===== src/rtl/mem_arb_pkg.sv =====
// mem_arb_pkg: FSM state and grant encodings shared by the memory port arbiter.
package mem_arb_pkg;
  typedef enum logic [1:0] {IDLE, CMD, RDATA, WDATA} mem_arb_state_t;
  typedef enum logic [1:0] {GNT_NONE, GNT_I, GNT_D} mem_arb_grant_t;
  localparam int MEM_ARB_LINE_BEATS_DEFAULT = 4;
endpackage


===== src/rtl/mem_arb_beat_counter.sv =====
// mem_arb_beat_counter: burst beat index with clear, increment and last-beat flag; wraps to 0 after the last beat.
module mem_arb_beat_counter #(
  parameter int LINE_BEATS = 4
) (
  input  logic                          clk,
  input  logic                          rst,
  input  logic                          clr_i,
  input  logic                          inc_i,
  output logic [$clog2(LINE_BEATS)-1:0] cnt_o,
  output logic                          last_o
);
  localparam int CW = $clog2(LINE_BEATS);
  logic [CW-1:0] cnt_q, cnt_d;
  always_comb cnt_d = clr_i ? '0 : inc_i ? cnt_q + 1'b1 : cnt_q;
  always_ff @(posedge clk) cnt_q <= rst ? '0 : cnt_d;
  assign cnt_o  = cnt_q;
  assign last_o = cnt_q == CW'(LINE_BEATS - 1);
endmodule


===== src/rtl/mem_port_arbiter.sv =====
// mem_port_arbiter: shares one line-burst memory port between I-cache refills and D-cache refills/writebacks.
// MEM_ARB_ROUND_ROBIN_EN selects round-robin arbitration; undefined gives fixed D-over-I priority.
`ifndef ADDR_WIDTH
`define ADDR_WIDTH 32
`endif
`ifndef DATA_WIDTH
`define DATA_WIDTH 32
`endif
module mem_port_arbiter
  import mem_arb_pkg::*;
#(
  parameter int ADDR_W     = `ADDR_WIDTH,
  parameter int DATA_W     = `DATA_WIDTH,
  parameter int LINE_BEATS = MEM_ARB_LINE_BEATS_DEFAULT
) (
  input  logic                          clk,
  input  logic                          rst,
  input  logic                          i_req_valid,
  input  logic [ADDR_W-1:0]             i_req_addr,
  output logic                          i_req_ready,
  output logic                          i_rdata_valid,
  output logic                          i_rdata_last,
  input  logic                          d_req_valid,
  input  logic                          d_req_write,
  input  logic [ADDR_W-1:0]             d_req_addr,
  output logic                          d_req_ready,
  input  logic [DATA_W-1:0]             d_wdata,
  output logic [$clog2(LINE_BEATS)-1:0] d_wbeat,
  output logic                          d_wdata_ready,
  output logic                          d_rdata_valid,
  output logic                          d_rdata_last,
  output logic [DATA_W-1:0]             rdata,
  output logic                          mem_req_valid,
  input  logic                          mem_req_ready,
  output logic                          mem_req_write,
  output logic [ADDR_W-1:0]             mem_req_addr,
  output logic                          mem_wdata_valid,
  input  logic                          mem_wdata_ready,
  output logic [DATA_W-1:0]             mem_wdata,
  input  logic                          mem_rdata_valid,
  input  logic [DATA_W-1:0]             mem_rdata,
  output logic                          busy
);
  mem_arb_state_t state_q, state_d;
  mem_arb_grant_t grant_q, grant_d;
  logic [ADDR_W-1:0] addr_q, addr_d;
  logic write_q, write_d, pick_d, rd_beat, wr_beat, cnt_last;
  logic [$clog2(LINE_BEATS)-1:0] cnt;
`ifdef MEM_ARB_ROUND_ROBIN_EN
  logic rr_q, rr_d;  // 1 when the D-cache held the most recent grant
  assign pick_d = d_req_valid && !(i_req_valid && rr_q);
  assign rr_d   = (state_q == IDLE && (i_req_valid || d_req_valid)) ? pick_d : rr_q;
  always_ff @(posedge clk) rr_q <= rst ? 1'b0 : rr_d;
`else
  assign pick_d = d_req_valid;
`endif
  always_ff @(posedge clk) begin
    if (rst) begin
      state_q <= IDLE;
      grant_q <= GNT_NONE;
      write_q <= 1'b0;
    end else begin
      state_q <= state_d;
      grant_q <= grant_d;
      write_q <= write_d;
    end
    addr_q <= addr_d;
  end
  always_comb begin
    state_d         = state_q;
    grant_d         = grant_q;
    addr_d          = addr_q;
    write_d         = write_q;
    mem_req_valid   = 1'b0;
    mem_wdata_valid = 1'b0;
    i_req_ready     = 1'b0;
    d_req_ready     = 1'b0;
    rd_beat         = 1'b0;
    wr_beat         = 1'b0;
    case (state_q)
      IDLE: if (i_req_valid || d_req_valid) begin
        state_d = CMD;
        grant_d = pick_d ? GNT_D : GNT_I;
        addr_d  = pick_d ? d_req_addr : i_req_addr;
        write_d = pick_d && d_req_write;
      end
      CMD: begin
        mem_req_valid = 1'b1;
        i_req_ready   = mem_req_ready && grant_q == GNT_I;
        d_req_ready   = mem_req_ready && grant_q == GNT_D;
        state_d       = !mem_req_ready ? CMD : write_q ? WDATA : RDATA;
      end
      RDATA: begin
        rd_beat = mem_rdata_valid;
        state_d = (rd_beat && cnt_last) ? IDLE : RDATA;
      end
      default: begin
        mem_wdata_valid = 1'b1;
        wr_beat         = mem_wdata_ready;
        state_d         = (wr_beat && cnt_last) ? IDLE : WDATA;
      end
    endcase
  end
  mem_arb_beat_counter #(.LINE_BEATS(LINE_BEATS)) u_cnt (
    .clk    (clk),
    .rst    (rst),
    .clr_i  (state_q == IDLE),
    .inc_i  (rd_beat || wr_beat),
    .cnt_o  (cnt),
    .last_o (cnt_last)
  );
  assign i_rdata_valid = rd_beat && grant_q == GNT_I;
  assign i_rdata_last  = i_rdata_valid && cnt_last;
  assign d_rdata_valid = rd_beat && grant_q == GNT_D;
  assign d_rdata_last  = (d_rdata_valid || wr_beat) && cnt_last;
  assign d_wdata_ready = wr_beat;
  assign d_wbeat       = cnt;
  assign mem_wdata     = d_wdata;
  assign rdata         = mem_rdata;
  assign mem_req_addr  = addr_q;
  assign mem_req_write = write_q;
  assign busy          = state_q != IDLE;
  // Read beats arriving outside a read burst are dropped; flag them.
  a_stray_rdata: assert property (@(posedge clk) disable iff (rst) !(mem_rdata_valid && state_q != RDATA))
    else $warning("mem_port_arbiter: mem_rdata_valid outside RDATA dropped");
  a_i_held: assert property (@(posedge clk) disable iff (rst) (state_q == CMD && grant_q == GNT_I) |-> i_req_valid);
  a_d_held: assert property (@(posedge clk) disable iff (rst) (state_q == CMD && grant_q == GNT_D) |-> d_req_valid);
endmodule


===== config.mk =====
export PLATFORM = sky130hd
export DESIGN_NAME = mem_port_arbiter
export DESIGN_NICKNAME = d
export VERILOG_FILES = /design/src/rtl/mem_arb_pkg.sv /design/src/rtl/mem_arb_beat_counter.sv /design/src/rtl/mem_port_arbiter.sv
export SDC_FILE = /design/constraint.sdc
export NUM_CORES = 1
export LEC_CHECK = 0
export ABC_AREA = 1
export CAP_MARGIN = 10
export CORE_AREA = 4 4 94 96
export CTS_BUF_LIST = sky130_fd_sc_hd__clkbuf_4 sky130_fd_sc_hd__clkbuf_8 sky130_fd_sc_hd__clkbuf_16
export DETAILED_ROUTE_END_ITERATION = 7
export DIE_AREA = 0 0 98 100
export PLACE_DENSITY = 0.88
export RECOVER_POWER = 100
export SLEW_MARGIN = 5
export SYNTH_ARGS = -nofsm -noshare
export SYNTH_HDL_FRONTEND = slang
export SYNTH_HIERARCHICAL = 1
export SYNTH_SLANG_ARGS = --single-unit

===== constraint.sdc =====
create_clock -name clk -period 3.36 [get_ports clk]
set_input_delay 0.672 -clock clk [delete_from_list [all_inputs] [get_ports clk]]
set_output_delay 0.672 -clock clk [all_outputs]
set_load 0.1 [all_outputs]

==> metrics <==
post-synthesis cell area roughly 2300 sq um; endpoints failing setup 0; Fill cells a little over 800; Worst-Margin Slew 1.55 ns; P&R area growth vs syn 34.3%; GR Util All Layers between 10% and 20%; fin worst setup slack between 0.6 and 0.7 ns; critical path required time approximately 2.7 ns; most frequent cells in the layout nand2_1, clkdlybuf4s50_1, edfxtp_1; routed vias/inst 4.19; hold_ws between 0.4 and 0.5 ns; Synthesized Nets 403; Clk Latency, worst-skew pair between 0.2 and 0.3 ns; Initial Util approximately 28%; critical path class in -> out; Detailed Routing Iterations Pass 1 4; number of gates resized after cts 0; HP Class reg -> reg; DP Worst Slack between 0.8 and 0.9 ns; setup bufs post-CTS 0; clk root buf clkbuf_8; register bit total from synthesis 39; RSZ-0062 raised after global routing no; min Tclk post-route 2.69 ns; DP Area between 3000 and 4000 sq um; grt total ovfl 0; Worst EP arrival 2.01 ns; type of origin of the critical path input port; GP Congestion approximately 0.9; Yosys Warn Count 6; vias in the first global route approximately 1800; Pins Over Slew Limit 35; via count of the routed design 1788; Distinct cells, synth 19; fin nets 458; Max Clock Skew 0.00592 ns; pin count of the biggest net entering global routing 35; Post-route DRC 0; Relative slew margins -3.30%; die width a little under 100 microns; status finished with violations; DRT Wirelength just over 7000 microns; row count 33; Max Cap Viol 1; antenna violations before repair 0; ANT nets after route 0; Fin. Hold Viols 0; clock tree buffer depth 2; post-route cell area 3050 sq um; ratio of cells with drive above 1 in the final layout under 10%; CTS sink cnt 39; failing checks capacitance limit, slew limit; fmax approximately 370 MHz; Inst Count DP 419; number of hold buffers added after CTS 0; H-tree depth 2; fin crit share 80.0%; Fin Setup TNS 0 ns; initial drt markers 29; power per cell area about 580 nW/um^2; Detailed Place HPWL 6080 microns; Die H about 100 microns; Ports ~250; Worst VDD drop roughly 0.00016 V; CP max FO 4; CTS tree built; cts bufs inserted 5; fin cells 427; Syn Inst Count about 270; Avg WL per Cell roughly 17 microns; PortBufs 116; sequential element share of the synthesized area 48.5%; Reg area 1100 sq um; Clock Pin Slew Worst Setup and Hold Paths approximately 0.07 ns; static leakage about 1.3 nW; Crit. End Element primary output; area of the multi-input gates about 610 sq um; Syn Area/Cell 8.53 sq um; first-pass GRT wire length approximately 10000 microns; antenna fix cells 0; core area approximately 8100 sq um; commonest non-fill, non-tap cell in the layout nand2_1; die area 9800 sq um
registers in the layout (all words and copies together), names as in the netlist:
signal         count
mem_req_addr      32
grant_q            2
state_q            2
u_cnt/cnt_o        2
mem_req_write      1
final timing paths:
path / start / to / slack [ns] / cells after the start
min reg2reg: grant_q[0]$_SDFFE_PP0P_ / grant_q[0]$_SDFFE_PP0P_ / 0.48 / 2
max reg2reg: state_q[1]$_SDFFE_PP0P_ / mem_req_addr[8]$_DFFE_PP_ / 1.55 / 4
min: grant_q[0]$_SDFFE_PP0P_ / grant_q[0]$_SDFFE_PP0P_ / 0.48 / 2
max: mem_rdata_valid / d_rdata_last / 0.67 / 6
power breakdown:
part	internal, W	leakage [nW]	total, W	switching (W)
logic	0.000149	0.846	0.000697	0.000549
registers	0.000601	0.372	0.000623	0.0000214
clock network	0.000305	0.0688	0.000453	0.000148
stage by stage:
stage,util (%),total power (W)
2_1_floorplan,-,0.00152
3_3_place_gp,37.3,0.00137
3_5_place_dp,37.3,0.00138
4_1_cts,39.0,0.00184
5_1_grt,37.9,0.00185
6_report,37.9,0.00177
metal layers:
| layer | wire [microns] | share of wire (%) | vias to the layer above | global-route usage (%) |
|---|---|---|---|---|
| met1 | 2030 | 28 | 762 | 11.4 |
| met5 | 0 | 0 | - | 0 |
| met4 | 248 | 3.5 | 0 | 6.18 |
| li1 | - | - | 873 | - |
| met2 | 3730 | 52 | 126 | 26.8 |
| met3 | 1120 | 16 | 27 | 8.06 |
synthesized netlist by cell type:
cell	n	share of area [%]
a21oi_1	4	0.88
buf_2	7	1.5
buf_4	64	21
dfxtp_1	7	6.2
edfxtp_1	32	42
ha_1	1	0.55
inv_1	10	1.7
inv_2	3	0.50
nand2_1	112	19
nand2_2	2	0.55
nand3_1	5	1.1
nand3_2	1	0.44
nand3b_1	1	0.33
nor2_1	7	1.2
nor2_2	5	1.4
nor2_4	2	0.99
nor3_1	1	0.22
o21ai_0	1	0.22
or2_2	1	0.28
area by class of cell:
type / count / area share [%]
Clock buffer: 6 / 2.50
Clock inverter: 2 / 1.97
Inverter: 13 / 1.60
Multi-Input combinational cell: 143 / 19.9
Sequential cell: 39 / 36.1
Tap cell: 105 / 4.31
Timing Repair Buffer: 119 / 33.6
worst max-delay path, stage by stage:
cell and delay (ns):
clkdlybuf4s50_1 0.49, nand3_2 0.14, nor2_4 0.13, nor2_2 0.04, nor2_2 0.07, clkbuf_2 0.45
cell families (layout without fill, tap and decap cells):
kind of cell,count (synthesis),count (layout),synth area share [%]
AND/OR/NAND/NOR,137,137,25.0
buffers and inverters,84,140,24.9
flip-flops,39,39,48.5
adder cells (fa/ha/maj),1,1,0.551
AO/OA/AOI/OAI,5,5,1.10
No activity file was read; power rests on OpenSTA's default activity.
